$ cat src/rtl/uart_pkg.sv
// -----------------------------------------------------------------------------
// uart_pkg
// Types and default constants shared by the UART receiver and transmitter.
//   UART_OVERSAMPLE : default sample_tick pulses per bit period
//   UART_DATA_BITS  : default data bits per frame
//   uart_state_e    : receiver frame-tracking state
// -----------------------------------------------------------------------------
package uart_pkg;

    localparam int UART_OVERSAMPLE = 16;
    localparam int UART_DATA_BITS  = 8;

    // ST_PARITY is only entered when the parity option is built in.
    typedef enum logic [2:0] {
        ST_IDLE   = 3'd0,
        ST_START  = 3'd1,
        ST_DATA   = 3'd2,
        ST_PARITY = 3'd3,
        ST_STOP   = 3'd4
    } uart_state_e;

endpackage

$ cat src/rtl/uart_rx_sync.sv
// -----------------------------------------------------------------------------
// uart_rx_sync
// Two-flop synchronizer that brings the asynchronous serial line into the clk
// domain. Both flops reset to 1 so that reset never looks like a start bit.
//   clk   : system clock, rising edge
//   reset : synchronous, active-high reset
//   d_i   : asynchronous input
//   q_o   : synchronized output
// -----------------------------------------------------------------------------
module uart_rx_sync (
    input  logic clk,
    input  logic reset,
    input  logic d_i,
    output logic q_o
);

    logic meta_q;
    logic sync_q;

    always_ff @(posedge clk) begin
        if (reset) begin
            meta_q <= 1'b1;
            sync_q <= 1'b1;
        end else begin
            meta_q <= d_i;
            sync_q <= meta_q;
        end
    end

    assign q_o = sync_q;

endmodule

$ cat src/rtl/uart_rx.sv
// -----------------------------------------------------------------------------
// uart_rx
// Oversampling UART receiver: start + DATA_BITS (LSB first) + optional even
// parity + one stop bit. The line is sampled at the middle of each bit,
// counted in sample_tick pulses from the detected falling start edge.
//
// Build option: define UART_RX_PARITY_EN to expect an even-parity bit after
// the data bits and to add the parity_err output.
//
// Ports
//   clk         : system clock, rising edge
//   reset       : synchronous, active-high reset
//   sample_tick : one-clk pulse at OVERSAMPLE x baud; all state frozen while low
//   rxd         : asynchronous serial input, idle high
//   rx_data     : received word, bit 0 = first data bit on the line
//   rx_valid    : rx_data holds an unconsumed word
//   rx_ready    : consumer accepts rx_data
//   frame_err   : one-clk pulse when the stop bit samples low
//   overrun     : one-clk pulse when a completed word is dropped
//   parity_err  : (option) one-clk pulse when a good-stop frame fails parity
//   dbg_state   : current receiver state, for observation only
//
// Handshake: a word transfers on every clk edge where rx_valid and rx_ready
// are both high; rx_valid then drops on that edge unless a new word lands in
// the same cycle. rx_ready is ignored while rx_valid is low. rx_data never
// changes while rx_valid is high and the word has not been taken.
// -----------------------------------------------------------------------------
module uart_rx
    import uart_pkg::*;
#(
    parameter int OVERSAMPLE = UART_OVERSAMPLE,
    parameter int DATA_BITS  = UART_DATA_BITS
) (
    input  logic                 clk,
    input  logic                 reset,
    input  logic                 sample_tick,
    input  logic                 rxd,
    output logic [DATA_BITS-1:0] rx_data,
    output logic                 rx_valid,
    input  logic                 rx_ready,
    output logic                 frame_err,
    output logic                 overrun,
`ifdef UART_RX_PARITY_EN
    output logic                 parity_err,
`endif
    output uart_state_e          dbg_state
);

    localparam int CW = $clog2(OVERSAMPLE);
    localparam int BW = $clog2(DATA_BITS);

    localparam logic [CW-1:0] MID_CNT  = CW'(OVERSAMPLE / 2 - 1);
    localparam logic [CW-1:0] FULL_CNT = CW'(OVERSAMPLE - 1);
    localparam logic [BW-1:0] LAST_BIT = BW'(DATA_BITS - 1);

    logic                 rxd_s;

    uart_state_e          state_q;
    logic [CW-1:0]        cnt_q;
    logic [CW-1:0]        cnt_d;
    logic [BW-1:0]        bit_q;
    logic [DATA_BITS-1:0] shift_q;
    logic [DATA_BITS-1:0] shift_d;
    logic [DATA_BITS-1:0] rx_data_q;
    logic                 rx_valid_q;
    logic                 frame_err_q;
    logic                 overrun_q;
`ifdef UART_RX_PARITY_EN
    logic                 par_q;
    logic                 parity_err_q;
`endif

    uart_rx_sync u_sync (
        .clk   (clk),
        .reset (reset),
        .d_i   (rxd),
        .q_o   (rxd_s)
    );

    // Bits arrive LSB first, so each new bit enters at the top and the first
    // bit ends up in bit 0 after DATA_BITS shifts.
    always_comb begin
        cnt_d   = cnt_q + 1'b1;
        shift_d = {rxd_s, shift_q[DATA_BITS-1:1]};
    end

    always_ff @(posedge clk) begin
        if (reset) begin
            state_q      <= ST_IDLE;
            cnt_q        <= '0;
            bit_q        <= '0;
            shift_q      <= '0;
            rx_data_q    <= '0;
            rx_valid_q   <= 1'b0;
            frame_err_q  <= 1'b0;
            overrun_q    <= 1'b0;
`ifdef UART_RX_PARITY_EN
            par_q        <= 1'b0;
            parity_err_q <= 1'b0;
`endif
        end else begin
            frame_err_q  <= 1'b0;
            overrun_q    <= 1'b0;
`ifdef UART_RX_PARITY_EN
            parity_err_q <= 1'b0;
`endif
            if (rx_valid_q && rx_ready) begin
                rx_valid_q <= 1'b0;
            end

            if (sample_tick) begin
                case (state_q)
                    ST_IDLE: begin
                        if (!rxd_s) begin
                            state_q <= ST_START;
                            cnt_q   <= '0;
                        end
                    end

                    // Re-check the line half a bit later; a high line means
                    // the falling edge was a glitch.
                    ST_START: begin
                        if (cnt_q == MID_CNT) begin
                            cnt_q   <= '0;
                            bit_q   <= '0;
                            state_q <= rxd_s ? ST_IDLE : ST_DATA;
                        end else begin
                            cnt_q <= cnt_d;
                        end
                    end

                    // From the mid-start point, a full bit period lands on the
                    // middle of every following bit.
                    ST_DATA: begin
                        if (cnt_q == FULL_CNT) begin
                            cnt_q   <= '0;
                            shift_q <= shift_d;
                            if (bit_q == LAST_BIT) begin
                                bit_q   <= '0;
`ifdef UART_RX_PARITY_EN
                                state_q <= ST_PARITY;
`else
                                state_q <= ST_STOP;
`endif
                            end else begin
                                bit_q <= bit_q + 1'b1;
                            end
                        end else begin
                            cnt_q <= cnt_d;
                        end
                    end

`ifdef UART_RX_PARITY_EN
                    ST_PARITY: begin
                        if (cnt_q == FULL_CNT) begin
                            cnt_q   <= '0;
                            par_q   <= rxd_s;
                            state_q <= ST_STOP;
                        end else begin
                            cnt_q <= cnt_d;
                        end
                    end
`endif

                    // Return to IDLE right at mid-stop so the remaining half
                    // stop bit is spent already hunting for the next start.
                    ST_STOP: begin
                        if (cnt_q == FULL_CNT) begin
                            cnt_q   <= '0;
                            state_q <= ST_IDLE;
                            if (rxd_s) begin
                                // Same-cycle consumption frees the slot, so
                                // only an untaken word blocks the new one.
                                if (rx_valid_q && !rx_ready) begin
                                    overrun_q <= 1'b1;
                                end else begin
                                    rx_data_q  <= shift_q;
                                    rx_valid_q <= 1'b1;
                                end
`ifdef UART_RX_PARITY_EN
                                parity_err_q <= (^shift_q) ^ par_q;
`endif
                            end else begin
                                frame_err_q <= 1'b1;
                            end
                        end else begin
                            cnt_q <= cnt_d;
                        end
                    end

                    default: begin
                        state_q <= ST_IDLE;
                        cnt_q   <= '0;
                    end
                endcase
            end
        end
    end

    assign rx_data    = rx_data_q;
    assign rx_valid   = rx_valid_q;
    assign frame_err  = frame_err_q;
    assign overrun    = overrun_q;
`ifdef UART_RX_PARITY_EN
    assign parity_err = parity_err_q;
`endif
    assign dbg_state  = state_q;

endmodule

$ cat config.mk
export PLATFORM = sky130hd
export DESIGN_NAME = uart_rx
export DESIGN_NICKNAME = d
export VERILOG_FILES = /design/src/rtl/uart_pkg.sv /design/src/rtl/uart_rx_sync.sv /design/src/rtl/uart_rx.sv
export SDC_FILE = /design/constraint.sdc
export NUM_CORES = 1
export LEC_CHECK = 0
export BUFFER_PORTS_ARGS = -buffer_cell sky130_fd_sc_hd__buf_2
export CAP_MARGIN = 20
export CORE_AREA = 2 2 60 62
export DETAILED_ROUTE_END_ITERATION = 16
export DIE_AREA = 0 0 62 64
export PLACE_DENSITY = 0.72
export SLEW_MARGIN = 10
export SYNTH_ARGS = -nofsm -noshare
export SYNTH_HDL_FRONTEND = slang
export SYNTH_SLANG_ARGS = --single-unit
$ cat constraint.sdc
create_clock -name clk -period 3.7 [get_ports clk]
set_input_delay 0.74 -clock clk [delete_from_list [all_inputs] [get_ports clk]]
set_output_delay 0.74 -clock clk [all_outputs]
set_load 0.01 [all_outputs]
# Word-level counts from Yosys, hierarchy flattened
# Cells that the tools add are included.
# totals
wordCells	64
out_inout_bits	14
input_bits	5
ff_bits	31
# classes
muxes	23
eq_ne	11
add_sub_neg	2
bitwise_logic	5
n_reduce_logical	13
# op_table
op	count
$mux W3	8
$mux W4	3
$pmux W3 S4	1
$pmux W4 S3	1
$ne A2 B2 Y1 const B	5
$mux W1	8
$eq A3 B3 Y1 const B	2
$pmux W3 S2	1
$reduce_and A6 Y1	1
$not A1 Y1	5
$reduce_and A5 Y1	1
$reduce_or A5 Y1	1
$add A4 B1 Y4 const B	1
$eq A4 B3 Y1 const B	1
$eq A4 B4 Y1 const B	1
$reduce_and A4 Y1	1
$reduce_or A4 Y1	1
$add A3 B1 Y3 const B	1
$eq A3 B1 Y1 const B	1
$eq A3 B2 Y1 const B	1
$logic_not A3 Y1	1
$reduce_and A3 Y1	1
$logic_and A1 B1 Y1	2
$mux W2	1
4 further kinds	4

# Logic depth before layout (Yosys ltp)
# logic_depth
word_depth	7
depth_mapped	6
mapped_depth_nobuf	6

# Hierarchy
# A second synthesis with hierarchy kept.
# unflattened
hier_cells	139
hier_area_um2	1366.3
# modules_own_cells
module	area_per_inst_um2	seq_area_each_um2	cells_per_inst	n_inst
uart_rx	1313.8	580.6	135	1
uart_rx_sync	52.6	40.0	4	1

# Worst setup path before layout
# Ideal clock, no wire load.
# synth_path
kind	input-to-reg
startpoint	in sample_tick
endpoint	reg rx_data_q[0] (netlist: rx_data[0])
path_stages	5
slack_ns	1.988
t_arrival_ns	1.584
n_path_buf	1
required_time_ns	3.572
path_cell_list	nand4_4 nor4b_4 buf_6 mux2i_1 nor2_1
# synth_via
elab_chain_cells	1
# synth_lines
item	line	text
start, declared	uart_rx.sv:36	input logic sample_tick,
$reduce_and A5 Y1 (no line)	--	
end signal, assigned	uart_rx.sv:177	rx_data_q <= shift_q;
end, declared	uart_rx.sv:64	logic [DATA_BITS-1:0] rx_data_q;
# Every way passes these cells.
# A chain may end at the register's enable or synchronous reset.

# Worst setup path after layout
# layout_path
startpoint	reg cnt_q[0]
endpoint	reg rx_data_q[1] (netlist: rx_data[1])
# layout_via
elab_chain_cells	2
# layout_lines
item	line	text
start, declared	uart_rx.sv:59	logic [CW-1:0] cnt_q;
start signal, assigned	uart_rx.sv:128	cnt_q <= cnt_d;
start signal, assigned	uart_rx.sv:149	cnt_q <= cnt_d;
start signal, assigned	uart_rx.sv:187	cnt_q <= cnt_d;
$eq A4 B4 Y1	uart_rx.sv:168	if (cnt_q == FULL_CNT) begin
$reduce_and A5 Y1 (no line)	--	
# Every way passes these cells.

==> metrics.txt <==
status=finished, final reports clean; Reg clk slew, reported paths=0.10 ns; RR Startpoint=cnt_q[0]; fmax=471 MHz; sequential share of the synthesized area=44.2%; TritonRoute pass-1 iters=4; Slew headroom=52.6%; critical path peak fanout=8; setup tns final=0 ns; core area=3280 um2; Nets=164; HPWL after detailed placement=1780 um; placed cells=195; Final min period=2.12 ns; YS warnings=0; Avg WL per Cell=12.4 um; die width=62 um; post-placement worst setup slack=1.36 ns; Hold EP=u_sync.q_o; Synth cell types=36; Leakage=0.625 nW; top cells by area, synth=dfxtp_1 44%, mux2i_1 14%, nor2_1 5.3%, ha_1 2.7%, nand2b_1 2.2%; row cnt=21; H-tree levels=2; die height=64 um; dpl cell area=1500 um2; Post-synth EDFFs=0; Post-route DRC=0; total CTS buffers=5; PD cells=401 nW/um2; GR Overflow Total=0; Clock Sinks=31; post-route clock period utilization=57.3%; initial antenna violation count=0; Post-Syn Area=1400 um2; post-route cell area=1590 um2; Async SR Flop Fraction=0%; actual slew at the worst max-slew pin=0.708 ns; CTS root buf=clkbuf_4; Routed Antenna Nets=0; # diodes=0; GRT Resource Usage Total=15.0%; postcts setup bufs=0; port bufs=18; Post-Layout Cell Count=203; number of global-route vias before repair=980; crit path capture type=flip-flop; worst hold stages=1; Resized cells post-CTS=0; Clock Path Buffers=2; Via density=5.19; clock latency on the worst-skew pair=0.34 ns; first-pass GRT wire length=4310 um; WP data required=3.92 ns; Slew Limit Fails=0; critical path data arrival time=2.35 ns; hold buffer count at cts=0; starting density of the core=42.7%; largest net degree at the start of global routing=35; DRT Wirelength=2510 um; share of layout cells above drive strength 1=22.3%; WS Path Type=flip-flop to flip-flop; Syn-to-layout area delta=13.1%; Mean Syn Cell Area=10.1 um2; full die area=3970 um2; flops & latches, synth=31; Min-Delay Path Class=flip-flop to flip-flop; final RePlAce weighted congestion=0.790; flop-to-flop setup slack=1.58 ns; ys flop type=dfxtp_1; Worst Setup Start Kind=flip-flop; worst r2r path cells=5; clock skew=0.00376 ns; # Max-Cap Violations=0; area share of the largest cell type after synthesis=44.2%; Yosys top cell by area=dfxtp_1; Synth top cells by count=31 x dfxtp_1, 20 x nor2_1, 19 x mux2i_1; worst vdd ir=0.157 mV; Final Power=0.637 mW; CTS tree=yes; top-count cell post-synth=dfxtp_1; RR Endpoint=rx_data[1]; # IOs=19; RSZ-0062 raised after global routing=false; Final Hold Vio Count=0; via count=1,054; fin worst setup slack=1.58 ns; Mapped Nets=147; Hold Startpoint=u_sync.meta_q; Cells after Synth=139; Final setup viols=0; Starting DRT DRC Count=34
==> metrics by stage <==
stage / hold slack [ns] / util, %
after CTS: 0.421 / 48.3
after floorplan: 0.389 / -
after global placement: 0.394 / 45.7
after global routing: 0.434 / 48.3
after detailed placement: 0.397 / 45.7
final: 0.419 / 48.3
==> state kept, by name, indices dropped and copies added, names as in the netlist <==
name	flops
bit_q	3
cnt_q	4
dbg_state	3
frame_err	1
overrun	1
rx_data	8
rx_valid	1
shift_q	8
u_sync.meta_q	1
u_sync.q_o	1
==> kinds of logic (layout without fill, tap and decap cells) <==
family / after synthesis / count (layout) / synth area share, %
flops: 31 / 31 / 44.2
xor+xnor: 3 / 3 / 1.87
fa+ha+maj: 3 / 3 / 2.67
buf+inv: 10 / 28 / 4.10
simple gates: 58 / 58 / 25.3
compound gates: 14 / 14 / 7.49
mux: 20 / 20 / 14.3
==> power by group <==
group | switching [mW] | leakage [nW] | internal (mW)
sequential | 0.00198 | 0.250 | 0.335
clock | 0.121 | 0.0482 | 0.160
combinational | 0.0123 | 0.326 | 0.00690
==> metal layers <==
metal / global-route usage (%) / part of all wire, %
met5: 0 / 0
met4: 11.2 / 3.6
met3: 4.25 / 4.0
met2: 22.5 / 48
met1: 17.6 / 45
==> final cells by class <==
cell class,count,area (um2)
Clock buffer,6,51.3
Clock inverter,2,35.0
Fill cell,304,1700
Inverter,2,7.51
Multi-Input combinational cell,98,726
Sequential cell,31,621
Tap cell,46,57.6
Timing Repair Buffer,18,90.1
==> critical path, stage by stage (launching register included) <==
cell and delay, ns:
dfxtp_1 0.40, ha_1 0.32, nand4_4 0.20, nor4b_4 0.71, mux2i_1 0.31, nor2_1 0.05
==> worst max path at each step <==
stage                           start         end  slack (ns)  cells after the start
after floorplan           sample_tick  rx_data[0]        1.99                      5
after global placement    sample_tick  rx_data[2]        1.48                      5
after detailed placement  sample_tick  rx_data[1]        1.36                      5
after CTS                    cnt_q[0]  rx_data[1]        1.56                      5
after global routing         cnt_q[0]  rx_data[1]        1.42                      5
final                        cnt_q[0]  rx_data[1]        1.58                      5
==> cell usage in the layout, fill, tap and decap left out, types with 2 or more instances in the layout <==
| cell | n |
|---|---|
| nor3_1 | 2 |
| inv_1 | 2 |
| nand3_1 | 5 |
| mux2i_1 | 19 |
| clkbuf_4 | 5 |
| or3_1 | 2 |
| nand3b_1 | 4 |
| dfxtp_1 | 31 |
| a21oi_1 | 4 |
| nand2_1 | 5 |
| ha_1 | 3 |
| nand2b_1 | 5 |
| nor2_1 | 20 |
| xor2_1 | 3 |
| a31oi_1 | 3 |
| o31ai_1 | 3 |
| or2_2 | 3 |
| nand4_1 | 2 |
| buf_2 | 18 |
(Power assumes the default switching activity.)
